## src/rtl/uart_tx_cfg.sv

```systemverilog
// uart_tx_cfg: FIFO-buffered UART transmitter with runtime baud divisor, parity and stop-bit selection.
module uart_tx_cfg #(
    parameter int DATA_W     = 8,
    parameter int DB_W       = 13,
    parameter int FIFO_DEPTH = 4
) (
    input  logic              clk,
    input  logic              rst,
    input  logic              trmt,
    input  logic [DATA_W-1:0] tx_data,
    input  logic [DB_W-1:0]   DB,
    input  logic [1:0]        parity_mode,
    input  logic              stop2,
    output logic              TX,
    output logic              tx_done,
    output logic              busy,
    output logic              fifo_full,
    output logic              overflow
);
    localparam int AW = $clog2(FIFO_DEPTH);
    localparam int CW = AW + 1;
    localparam int SW = DATA_W + 3;
    localparam int NW = $clog2(DATA_W + 5);
    localparam logic [CW-1:0] FULL_CNT = FIFO_DEPTH[CW-1:0];

    typedef enum logic {IDLE, SHIFT} state_t;

    state_t            state_q, state_d;
    logic [DATA_W-1:0] mem_q [FIFO_DEPTH];
    logic [AW-1:0]     wr_ptr_q, wr_ptr_d, rd_ptr_q, rd_ptr_d;
    logic [CW-1:0]     count_q, count_d;
    logic              overflow_q, overflow_d, tx_q, tx_d, tx_done_q, tx_done_d;
    logic [SW-1:0]     sh_q, sh_d;
    logic [DB_W-1:0]   cnt_q, cnt_d, db_q, db_d, db_eff;
    logic [NW-1:0]     bit_q, bit_d, n_q, n_d, n_new;
    logic [DATA_W-1:0] head;
    logic              full, empty, push, pop, par_en, par_bit;

    assign head     = mem_q[rd_ptr_q];
    assign full     = count_q == FULL_CNT;
    assign empty    = count_q == '0;
    assign push     = trmt & ~full;
    assign par_en   = ^parity_mode;
    assign par_bit  = ^head ^ parity_mode[1];
    assign db_eff   = (DB < DB_W'(2)) ? DB_W'(2) : DB;
    assign n_new    = NW'(DATA_W + 2) + NW'(par_en) + NW'(stop2);
    assign wr_ptr_d = push ? wr_ptr_q + AW'(1) : wr_ptr_q;
    assign rd_ptr_d = pop ? rd_ptr_q + AW'(1) : rd_ptr_q;
    assign count_d  = count_q + CW'(push) - CW'(pop);
    // A push against a full queue is dropped even if a pop frees a slot on the same edge.
    assign overflow_d = overflow_q | (trmt & full);

    always_comb begin
        state_d   = state_q;
        tx_d      = tx_q;
        sh_d      = sh_q;
        cnt_d     = cnt_q + DB_W'(1);
        bit_d     = bit_q;
        db_d      = db_q;
        n_d       = n_q;
        tx_done_d = 1'b0;
        pop       = 1'b0;
        if (state_q == IDLE) begin
            pop = ~empty;
        end else if (cnt_q == db_q - DB_W'(1)) begin
            cnt_d = '0;
            if (bit_q == n_q - NW'(1)) begin
                tx_done_d = 1'b1;
                pop       = ~empty;
                state_d   = IDLE;
                tx_d      = 1'b1;
            end else begin
                bit_d = bit_q + NW'(1);
                tx_d  = sh_q[0];
                sh_d  = {1'b1, sh_q[SW-1:1]};
            end
        end
        if (pop) begin
            state_d = SHIFT;
            tx_d    = 1'b0;
            sh_d    = {2'b11, par_en ? par_bit : 1'b1, head};
            cnt_d   = '0;
            bit_d   = '0;
            db_d    = db_eff;
            n_d     = n_new;
        end
    end

    always_ff @(posedge clk) begin
        if (push) mem_q[wr_ptr_q] <= tx_data;
    end

    always_ff @(posedge clk or posedge rst) begin
        if (rst) begin
            state_q    <= IDLE;
            wr_ptr_q   <= '0;
            rd_ptr_q   <= '0;
            count_q    <= '0;
            overflow_q <= 1'b0;
            tx_q       <= 1'b1;
            tx_done_q  <= 1'b0;
            sh_q       <= '1;
            cnt_q      <= '0;
            db_q       <= DB_W'(2);
            bit_q      <= '0;
            n_q        <= '0;
        end else begin
            state_q    <= state_d;
            wr_ptr_q   <= wr_ptr_d;
            rd_ptr_q   <= rd_ptr_d;
            count_q    <= count_d;
            overflow_q <= overflow_d;
            tx_q       <= tx_d;
            tx_done_q  <= tx_done_d;
            sh_q       <= sh_d;
            cnt_q      <= cnt_d;
            db_q       <= db_d;
            bit_q      <= bit_d;
            n_q        <= n_d;
        end
    end

    assign TX        = tx_q;
    assign tx_done   = tx_done_q;
    assign busy      = state_q == SHIFT;
    assign fifo_full = full;
    assign overflow  = overflow_q;
endmodule

```

## config.mk

```make
export PLATFORM = sky130hd
export DESIGN_NAME = uart_tx_cfg
export DESIGN_NICKNAME = d
export VERILOG_FILES = /design/src/rtl/uart_tx_cfg.sv
export SDC_FILE = /design/constraint.sdc
export NUM_CORES = 1
export LEC_CHECK = 0
export ABC_AREA = 1
export CAP_MARGIN = 25
export CORE_UTILIZATION = 64
export DETAILED_ROUTE_END_ITERATION = 16
export GPL_ROUTABILITY_DRIVEN = 0
export PLACE_DENSITY_LB_ADDON = 0.25
export SLEW_MARGIN = 25
export SYNTH_ARGS = -nofsm -noshare
export SYNTH_HDL_FRONTEND = slang
export SYNTH_SLANG_ARGS = --single-unit
```

## constraint.sdc

```tcl
create_clock -name clk -period 5.94 [get_ports clk]
set_input_delay 0.594 -clock clk [delete_from_list [all_inputs] [get_ports clk]]
set_output_delay 0.594 -clock clk [all_outputs]
set_load 0.005 [all_outputs]
```

# Word level (Yosys, flattened, before mapping)
# Memories as Yosys holds them, arrays and structs flattened.
# Index checks and enable logic that the tools add are counted.
[word_totals]
regBits = 56
mem_bits_rw = 32
inputBits = 27
out_inout_bits = 5
elab_cells = 70
mem_count = 1
[classes]
addsub = 10
order_cmp = 1
eq_ne = 4
n_mux = 29
n_bitwise = 6
n_reduce_logical = 7
[memory_table]
columns = ["memory", "depth", "word_bits", "rd", "rd_clocked_by_memory_dff", "wr", "line", "text"]
rows = [
  ["mem_q", 4, 8, 1, 0, 1, "29", "logic [DATA_W-1:0] mem_q [FIFO_DEPTH];"],
]
[op_table]
columns = ["cell", "n"]
rows = [
  ["13-bit two-way mux", 4],
  ["11-bit two-way mux", 4],
  ["1-bit two-way mux", 17],
  ["4-bit two-way mux", 4],
  ["13-bit by 1-bit adder with 13-bit output, second input constant", 1],
  ["13-bit == test", 1],
  ["13-bit by 2-bit < comparator with 1-bit output, second input constant", 1],
  ["13-bit by 1-bit subtractor with 13-bit output, second input constant", 1],
  ["8-bit XOR reduction", 1],
  ["2-bit by 1-bit adder with 2-bit output, second input constant", 2],
  ["4-bit by 1-bit adder with 4-bit output", 1],
  ["4-bit by 1-bit adder with 4-bit output, first input constant", 1],
  ["4-bit by 1-bit adder with 4-bit output, second input constant", 1],
  ["4-bit == test", 1],
  ["2-bit nonzero test", 2],
  ["4-bit by 1-bit subtractor with 4-bit output, second input constant", 1],
  ["3-bit by 1-bit adder with 3-bit output", 1],
  ["3-bit == test, second input constant", 1],
  ["3-bit logical NOT", 1],
  ["3-bit AND reduction", 1],
  ["3-bit by 1-bit subtractor with 3-bit output", 1],
  ["1-bit bitwise AND", 2],
  ["2-bit inequality test, second input constant", 1],
  ["1-bit NOT", 2],
  ["other kinds (4)", 4],
]

# Logic depth before layout (Yosys ltp)
# Gate-level depths: netlist of the first run.
[logic_depth]
word_depth = 7
ltp_mapped = 19
ltp_nobuf = 18

# Worst setup path after synthesis of the first run
# No wires, ideal clock.
[synth_path]
kind = "register -> register"
start = "reg db_q[1]"
end = "reg count_q[2]"
setup_ps = 129
arrival_time_ps = 2815
required_time_ps = 5811
slack_ps = 2996
stages_incl_launch_ff = 19
n_path_buf = 1
synth_period_minus_slack_ps = 2944
cell_sequence = "dfstp_2 -> inv_1 -> ha_1 -> inv_1 -> nand2_1 -> nand2_1 -> nor2_1 -> nand2_1 -> nor2_1 -> nand3_1 -> nor2_1 -> nand3_4 -> a21oi_4 -> buf_6 -> ha_1 -> inv_1 -> ha_1 -> fa_1 -> xor2_1"
[synth_between]
elab_chain_cells = 5
[synth_lines]
columns = ["item", "line", "text"]
rows = [
  ["start: declaration", "34", "logic [DB_W-1:0] cnt_q, cnt_d, db_q, db_d, db_eff;"],
  ["start signal: assignment", "104", "db_q <= DB_W'(2);"],
  ["start signal: assignment", "117", "db_q <= db_d;"],
  ["13-bit by 1-bit subtractor with 13-bit output", "65", "end else if (cnt_q == db_q - DB_W'(1)) begin"],
  ["13-bit == test", "65", ""],
  ["1-bit two-way mux", "65", ""],
  ["1-bit two-way mux", "63", "if (state_q == IDLE) begin"],
  ["3-bit by 1-bit subtractor with 3-bit output", "49", "assign count_d = count_q + CW'(push) - CW'(pop);"],
  ["via count_d[2]", "31", "logic [CW-1:0] count_q, count_d;"],
  ["end signal: assignment", "111", "count_q <= count_d;"],
  ["end: declaration", "31", ""],
]
# The timed path passes the listed nets, and every way through them passes these cells.
# A chain may end at the register's enable or synchronous reset.

# Worst setup path in the final report of the first run
# Same ends and word-level chain as after synthesis.

==> key figures, run 1 <==
Timing
  • Fmax: 282 MHz
  • Max-slew headroom: 36.9%
  • Fin Hold WS: 468 ps
  • Endpoints failing hold: 0
  • Period utilization: 59.7%
  • RSZ-0062 raised after global routing: no
  • Final setup violation count: 0
  • Setup tns final: 0 ps
  • Clock skew: 13.2 ps
  • Final Critical Period: 3550 ps
  • Worst-Margin Slew: 940 ps
  • Final Max Slew Viols: 0
  • Setup WS post-layout: 2390 ps

Cells and area
  • Share of layout cells above drive strength 1: 11.4%
  • Filler cell count in the final layout: 564
  • Cell Count, Final, Fillers Out: 698
  • FF+latch area: 2330 sq um
  • Antenna diodes: 0
  • Area Growth Syn to Fin: 11.4%
  • Area of the multi-input gates: 2100 sq um
  • Final #Nets: 633

Synthesis
  • Yosys cell types: 38
  • Syn Std Cell Area: 4750 sq um
  • Syn_area_per_cell: 8.41 sq um
  • Ys async rst share: 62.8%
  • Mapped Cells: 565
  • Largest area contributor in the synthesized netlist: dfrtp_1
  • Area contributors post-synth: dfrtp_1, edfxtp_1, nand2_1, nand3_1, dfstp_2
  • Seq/Total Area, Yosys: 49.0%
  • Synth top cells by count: nand2_1, nand3_1, inv_1
  • Yosys reg bits: 86
  • Post-Syn Nets: 604
  • Number of flops mapped to enable cells by yosys: 32
  • Top_reg_cell synth: dfrtp_1
  • YS warnings: 0
  • Post-synth top area share: 22.7%
  • Count leader, synth: nand2_1

Placement
  • I/O Buffers: 31
  • Post-detail-place hpwl: 6880 um
  • Post-Place Setup Slack: 2420 ps
  • Inst Count DP: 682

Critical path
  • Cells on worst reg2reg path: 17
  • Reg2Reg Setup Slack: 2390 ps
  • CP endpoint kind: flip-flop
  • Critical path fanouts, max: 26
  • Worst EP required: 6180 ps
  • Worst R2R Start: db_q[1]
  • Crit path kind: reg2reg
  • Data arrival, critical path: 3780 ps
  • Reg-to-Reg End: count_q[2]
  • Startpoint Class: flip-flop

Global route
  • Grt ovf: 0
  • Largest net degree at the start of global routing: 55
  • First-pass GRT wire length: 16300 um
  • Vias in the first global route: 3587
  • Antenna violations before repair: 0
  • Total track usage: 27.7%

Routing
  • DR vias: 3709
  • Iteration-0 DRC Markers: 205
  • Router iterations before antenna repair: 7
  • Drt total wl: 9600 um
  • Drt drc: 0
  • WL per Instance: 13.8 um
  • Vias per cell: 5.31
  • Routed Antenna Nets: 0

Clocking
  • TritonCTS Buffers: 9
  • CTS tree: done
  • Clk buf depth: 2
  • Root buf cell: clkbuf_8
  • H-tree levels: 3
  • Post-CTS Resized: 0
  • Post-CTS Repair Setup Buffers: 0
  • CTS sink cnt: 86
  • Clk_lat worst skew: 360 ps
  • Clk slew on worst S/H paths: 100 ps
  • Hold_buf cts: 0

Floorplan
  • Ports: 32
  • Die height: 88.1 um
  • Cell Rows: 31
  • Die area: 7770 sq um
  • Die X: 88.1 um
  • Core Box Area: 7210 sq um
  • Initial Util: 65.8%

Pwr
  • Worst IR drop on VDD: 0.000273 V
  • Leak: 0.00240 uW
  • Cell area power density: 287 nW/um^2

Status
  • Status: finished, final reports clean

Worst hold path
  • Min-delay src: overflow
  • Hold Path End: overflow
  • Type of the most critical hold path: reg2reg
  • Min-Delay Path Depth: 1

Run
  • Max-Cap Viols: 0
sequential cells by signal (all words and copies together) (netlist names):
signal    cells
overflow      1
n_q           4
bit_q         4
db_q         13
TX            1
wr_ptr_q      2
sh_q          9
mem_q        32
count_q       3
busy          1
rd_ptr_q      2
tx_done       1
cnt_q        13
report_power, final:
group          switching [uW]  total, uW  internal (uW)
logic                     206        337            131
clock network             238        404            166
registers                61.1        777            716
cells in the final DEF, fill, tap and decap left out, types with 2 or more instances in the layout:
master,count
nand2_4,2
nand2_1,177
clkinv_4,2
nor2_2,8
nand2_2,10
xor2_1,11
nor2_1,42
nor4_1,5
nand3_4,2
nand3b_1,3
inv_2,6
o21ai_1,15
ha_1,11
nor3_1,7
o21ai_2,4
nor3b_1,3
inv_8,3
o21ai_0,4
or2_2,3
dfstp_2,11
nand3_1,68
clkdlybuf4s50_1,31
a21oi_1,4
xnor2_1,15
edfxtp_1,32
inv_1,53
nand4_1,3
nor2_4,3
dfrtp_1,43
clkbuf_8,9
how the worst max path moves through the flow:
stage          slack (ps)     from          to
2_1_floorplan        3000  db_q[1]  count_q[2]
3_3_place_gp         2520  db_q[1]  count_q[1]
3_5_place_dp         2420  db_q[1]  count_q[1]
4_1_cts              2370  db_q[1]  count_q[2]
5_1_grt              2100  db_q[1]  count_q[2]
6_report             2390  db_q[1]  count_q[2]
final cells by class:
type	count	share of cell area, %
sequential	86	44.0
timing repair buffer	32	6.01
multi-input combinational	405	39.6
clock inverter	7	1.42
tap	99	2.34
clock buffer	9	2.34
inverter	60	4.26
critical path: stages, from the launching register on:
cell and delay (ps):
dfstp_2 580, inv_1 60, ha_1 280, inv_1 40
nand2_1 60, nand2_1 50, nor2_1 120, nand2_1 70
nor2_1 90, nand3_1 70, nor2_1 200, nand3_4 130
a21oi_4 690, ha_1 230, inv_1 40, ha_1 180
fa_1 370, xor2_1 170
routing by layer:
metal  up-vias  global-route usage (%)  wire length (um)
met5         -                       0                 0
met4         0                    9.09               187
met3        11                    5.47               408
met2       100                    46.6              4720
met1      1730                    36.1              4280
li1       1868                       -                 -
cells by family (layout without fill, tap and decap cells):
| kind of cell | Yosys count | count (layout) | synth area share, % |
|---|---|---|---|
| and+or+nand+nor | 337 | 337 | 32.2 |
| DFF | 86 | 86 | 49.0 |
| buffers and inverters | 74 | 108 | 6.88 |
| AOI/OAI and AO/OA | 30 | 30 | 3.79 |
| xor gates and xnor gates | 26 | 26 | 4.79 |
| adders and majority gates | 12 | 12 | 3.32 |
through the flow:
stage | total power, uW | area [sq um] | util (%)
finish | 1520 | 5290 | 73.3
global route | 1610 | 5290 | 73.3
CTS | 1530 | 5290 | 73.3
detailed placement | 1130 | 5090 | 70.6
global placement | 1100 | 5090 | 70.6
floorplan | 1020 | 4750 | -
Power figures use the tool's default switching activity.
==> inputs of run 2 (changes only) <==
CORE_UTILIZATION = 54   (was 64)
clock period = 3.2 ns   (was 5.94 ns; I/O delays follow)
==> run 2 against run 1 <==
Net effect:
- final cell count up 1.3%
- non-clock buffer count up 3
- combinational power up 83%
- critical endpoint unchanged
==> key figures, run 2 (synthesis gave the netlist of run 1 again) <==
Timing
  • Max-slew headroom: 44.9%
  • Worst-Margin Slew: 820 ps
  • Final Critical Period: 2920 ps
  • Clock skew: 9.84 ps
  • Fmax: 343 MHz
  • Final setup violation count: 0
  • Setup tns final: 0 ps
  • RSZ-0062 raised after global routing: no
  • Endpoints failing hold: 0
  • Final Max Slew Viols: 0
  • Period utilization: 91.2%

Clocking
  • CTS tree: done
  • CTS sink cnt: 86
  • Post-CTS Resized: 0
  • Hold_buf cts: 0
  • Clk_lat worst skew: 370 ps
  • Clk slew on worst S/H paths: 100 ps
  • H-tree levels: 3
  • Clk buf depth: 2
  • Post-CTS Repair Setup Buffers: 0
  • Root buf cell: clkbuf_8
  • TritonCTS Buffers: 9

Floorplan
  • Core Box Area: 8380 sq um
  • Ports: 32
  • Cell Rows: 33
  • Die area: 9170 sq um
  • Initial Util: 56.7%
  • Die height: 95.8 um
  • Die X: 95.8 um

Critical path
  • Reg2Reg Setup Slack: 280 ps
  • Crit path kind: reg2reg
  • Critical path fanouts, max: 3
  • Cells on worst reg2reg path: 17
  • Worst EP required: 3460 ps
  • Startpoint Class: flip-flop
  • Worst R2R Start: db_q[1]
  • CP endpoint kind: flip-flop
  • Data arrival, critical path: 3170 ps
  • Reg-to-Reg End: count_q[2]

Cells and area
  • Max reg flops: 32
  • Top reg by flops: mem_q
  • Most common cell after layout, fill and taps aside: nand2_1
  • Top Registers: mem_q: 32 flops, cnt_q: 13 flops, db_q: 13 flops
  • Share of layout cells above drive strength 1: 11.8%
  • Antenna diodes: 0
  • Most frequent cells in the layout: nand2_1, nand3_1, inv_1
  • Final #Nets: 636
  • Area Growth Syn to Fin: 12.0%

Pwr
  • Logic pwr share: 21.8%
  • Tot Pwr: 2830 uW
  • Power Internal: 1880 uW
  • Sw Share: 33.6%
  • Flop pwr share: 50.9%
  • Clock Power Share: 27.3%
  • Cell area power density: 532 nW/um^2
  • NetSw: 953 uW
  • Worst IR drop on VDD: 0.000403 V
  • Leak: 0.00241 uW

Placement
  • Post-detail-place hpwl: 6700 um
  • I/O Buffers: 31

Status
  • Status: finished, final reports clean

Routing
  • Iteration-0 DRC Markers: 270
  • Drt drc: 0
  • WL per Instance: 13.2 um
  • Router iterations before antenna repair: 5
  • DR vias: 3654
  • Drt total wl: 9320 um
  • Vias per cell: 5.17
  • Routed Antenna Nets: 0

Global route
  • Largest net degree at the start of global routing: 51
  • Met2 GRT Util: 37.7%
  • Met3 usage: 4.66%
  • Gr busiest metal: met2
  • Total track usage: 22.9%
  • First-pass GRT wire length: 15800 um
  • Antenna violations before repair: 0
  • Vias in the first global route: 3453
  • Grt met1 use: 30.7%
  • Grt ovf: 0

Run
  • Max-Cap Viols: 0

Worst hold path
  • Type of the most critical hold path: in2async
## run 2: cell types whose count changed in the layout (fill, tap and decap cells not counted)
cell | previous run | this run
buf_4 | 1 | 4
inv_4 | 0 | 1
inv_6 | 0 | 1
clkinv_4 | 2 | 1
inv_2 | 6 | 5
## run 2: final cells by class
type	count	area, sq um
Clock buffer	9	124
Inverter	60	228
Timing Repair Buffer	35	340
Tap cell	105	131
Clock inverter	7	75.1
Multi-Input combinational cell	405	2100
Fill cell	692	3060
Sequential cell	86	2330
## run 2: layer usage
layer  vias to the layer above  share of wire (%)
li1                       1878                  -
met5                         -                  0
met1                      1700                 48
met3                        13                4.0
met2                        63                 47
met4                         0                1.3
## run 2: power by group through the flow
stage                     Combinational (uW)  Clock, uW  Sequential [uW]
after floorplan                          453          0             1430
after global placement                   595          0             1460
after detailed placement                 621          0             1460
after CTS                                625        782             1440
after global routing                     714        836             1460
final                                    618        772             1440
## run 2: critical path, stage by stage, from the launching register on
cell and delay (ps):
dfstp_2 560, inv_1 40, ha_1 280, inv_1 40, nand2_1 50, nand2_1 40, nor2_1 130, nand2_1 80
nor2_1 90, nand3_1 70, nor2_1 220, nand3_4 130, a21oi_4 160, ha_1 140, inv_1 40, ha_1 180
fa_1 380, xor2_1 170
## run 2: how the worst max path moves through the flow
stage            start         end  slack, ps
6_report       db_q[1]  count_q[2]        280
5_1_grt        db_q[1]  count_q[2]         10
4_1_cts        db_q[1]  count_q[2]        260
3_5_place_dp   db_q[1]  count_q[2]        280
3_3_place_gp   db_q[1]  count_q[2]        390
2_1_floorplan  db_q[1]  count_q[2]        260
## run 2: through the flow
stage / setup WS, ps / cell area (sq um) / util (%) / std cells / hold WS [ps]
after floorplan: 256 / 4750 / - / 565 / 419
after global placement: 395 / 5120 / 61.1 / 691 / 440
after detailed placement: 283 / 5120 / 61.1 / 691 / 447
after CTS: 261 / 5320 / 63.5 / 707 / 412
after global routing: 11.0 / 5320 / 63.5 / 707 / 438
final: 283 / 5320 / 63.5 / 707 / 375
==> inputs of run 3 (changes only) <==
CORE_MARGIN = 5   (was default)
SKIP_LAST_GASP = 1   (was default)
==> run 3 against run 2 <==
Net effect:
- final area rose by 0.75%
- largest cell class unchanged
- total power rose by 3.1%
- sequential cell count did not move
- largest power group unchanged
- wire length rose by 0.82%
==> key figures, run 3 (synthesis gave the netlist of run 1 again) <==
Cells and area
  • Area Growth Syn to Fin: 12.9%
  • Final #Nets: 637
  • Share of layout cells above drive strength 1: 11.9%
  • Antenna diodes: 0
  • Most common cell after layout, fill and taps aside: nand2_1
  • Top reg by flops: mem_q
  • Cell Count, Final, Fillers Out: 711
  • Max reg flops: 32
  • Filler cell count in the final layout: 753
  • Post-route core utilization: 62.1%
  • Top Registers: mem_q: 32 flops, cnt_q: 13 flops, db_q: 13 flops
  • Most frequent cells in the layout: nand2_1, nand3_1, inv_1

Clocking
  • CTS sink cnt: 86
  • Post-CTS Repair Setup Buffers: 0
  • Root buf cell: clkbuf_8
  • CTS tree: done
  • Hold_buf cts: 0
  • TritonCTS Buffers: 9
  • Clk buf depth: 2
  • Clk slew on worst S/H paths: 100 ps
  • H-tree levels: 3
  • Clk_lat worst skew: 360 ps
  • Post-CTS Resized: 0

Critical path
  • Startpoint Class: flip-flop
  • Worst EP required: 3430 ps
  • Crit path kind: reg2reg
  • Data arrival, critical path: 3150 ps
  • Cells on worst reg2reg path: 17
  • Critical path fanouts, max: 3
  • CP endpoint kind: flip-flop

Global route
  • Largest net degree at the start of global routing: 49
  • Grt ovf: 0
  • Antenna violations before repair: 0
  • Total track usage: 17.8%
  • First-pass GRT wire length: 15800 um
  • Vias in the first global route: 3375

Timing
  • Setup WS post-layout: 278 ps
  • Fmax: 342 MHz
  • Final Max Slew Viols: 0
  • Max-slew headroom: 42.8%
  • Fin Hold WS: 416 ps
  • Clock skew: 15.1 ps
  • Endpoints failing hold: 0
  • Worst-Margin Slew: 852 ps
  • Period utilization: 91.3%
  • Setup tns final: 0 ps
  • Final Critical Period: 2920 ps
  • Final setup violation count: 0
  • RSZ-0062 raised after global routing: no

Placement
  • Inst Count DP: 695
  • Post-Place Setup Slack: 311 ps
  • I/O Buffers: 31
  • Post-detail-place hpwl: 6720 um

Pwr
  • Cell area power density: 545 nW/um^2
  • Leak: 0.00243 uW
  • Worst IR drop on VDD: 0.000460 V

Floorplan
  • Initial Util: 55.0%
  • Core Box Area: 8640 sq um
  • Die height: 104 um
  • Die area: 10800 sq um
  • Ports: 32
  • Die X: 104 um
  • Cell Rows: 34

Routing
  • Drt total wl: 9400 um
  • Drt drc: 0
  • Vias per cell: 5.11
  • Router iterations before antenna repair: 5
  • Routed Antenna Nets: 0
  • WL per Instance: 13.2 um
  • DR vias: 3635
  • Iteration-0 DRC Markers: 165

Run
  • Max-Cap Viols: 0

Status
  • Status: finished, final reports clean

Worst hold path
  • Type of the most critical hold path: in2async
-- run 3: changes by cell type in the layout (fill, tap and decap cells not counted) --
| cell | change |
|---|---|
| buf_4 | +1 |
| bufinv_16 | +2 |
| clkinv_2 | +1 |
| clkinv_4 | +1 |
| clkinv_8 | -1 |
| inv_4 | -1 |
| inv_8 | -2 |
-- run 3: worst paths after layout --
kind	startpoint	to	slack, ps
max	db_q[1]	count_q[2]	280
max reg2reg	db_q[1]	count_q[2]	280
min	rst	db_q[2]	420
max in group asynchronous	rst	sh_q[7]	2100
min in group clk	overflow	overflow	470
min reg2reg	overflow	overflow	470
-- run 3: where the power goes --
group          internal [uW]  switching [uW]  total [uW]
Clock                    450             415         866
Combinational            242             372         614
Sequential              1330             112        1440
-- run 3: cell type report --
type / instances / area, sq um / share of cell area (%)
clock buffer: 9 / 124 / 2.31
clock inverter: 7 / 105 / 1.96
inverter: 60 / 226 / 4.22
multi-input combinational: 405 / 2100 / 39.1
sequential: 86 / 2330 / 43.4
tap: 108 / 135 / 2.52
timing repair buffer: 36 / 348 / 6.49
-- run 3: worst max-delay path, stage by stage, from the launching register on --
cell and delay [ps]:
dfstp_2 560, inv_1 40, ha_1 280, inv_1 40
nand2_1 50, nand2_1 40, nor2_1 140, nand2_1 70
nor2_1 100, nand3_1 80, nor2_1 210, nand3_4 130
a21oi_4 160, ha_1 130, inv_1 40, ha_1 190
fa_1 380, xor2_1 170
-- run 3: routing by layer --
layer	GRT usage [%]	up-vias	wire length, um
li1	-	1885	-
met1	23.8	1659	4260
met2	29.1	82	4590
met3	3.05	9	426
met4	6.38	0	118
met5	0	-	0
-- run 3: metrics by stage --
| stage | cell area, sq um | total power, uW |
|---|---|---|
| after detailed placement | 5130 | 2080 |
| after global routing | 5360 | 3100 |
| final | 5360 | 2920 |
| after global placement | 5130 | 2050 |
| after CTS | 5360 | 2950 |
| after floorplan | 4750 | 1890 |
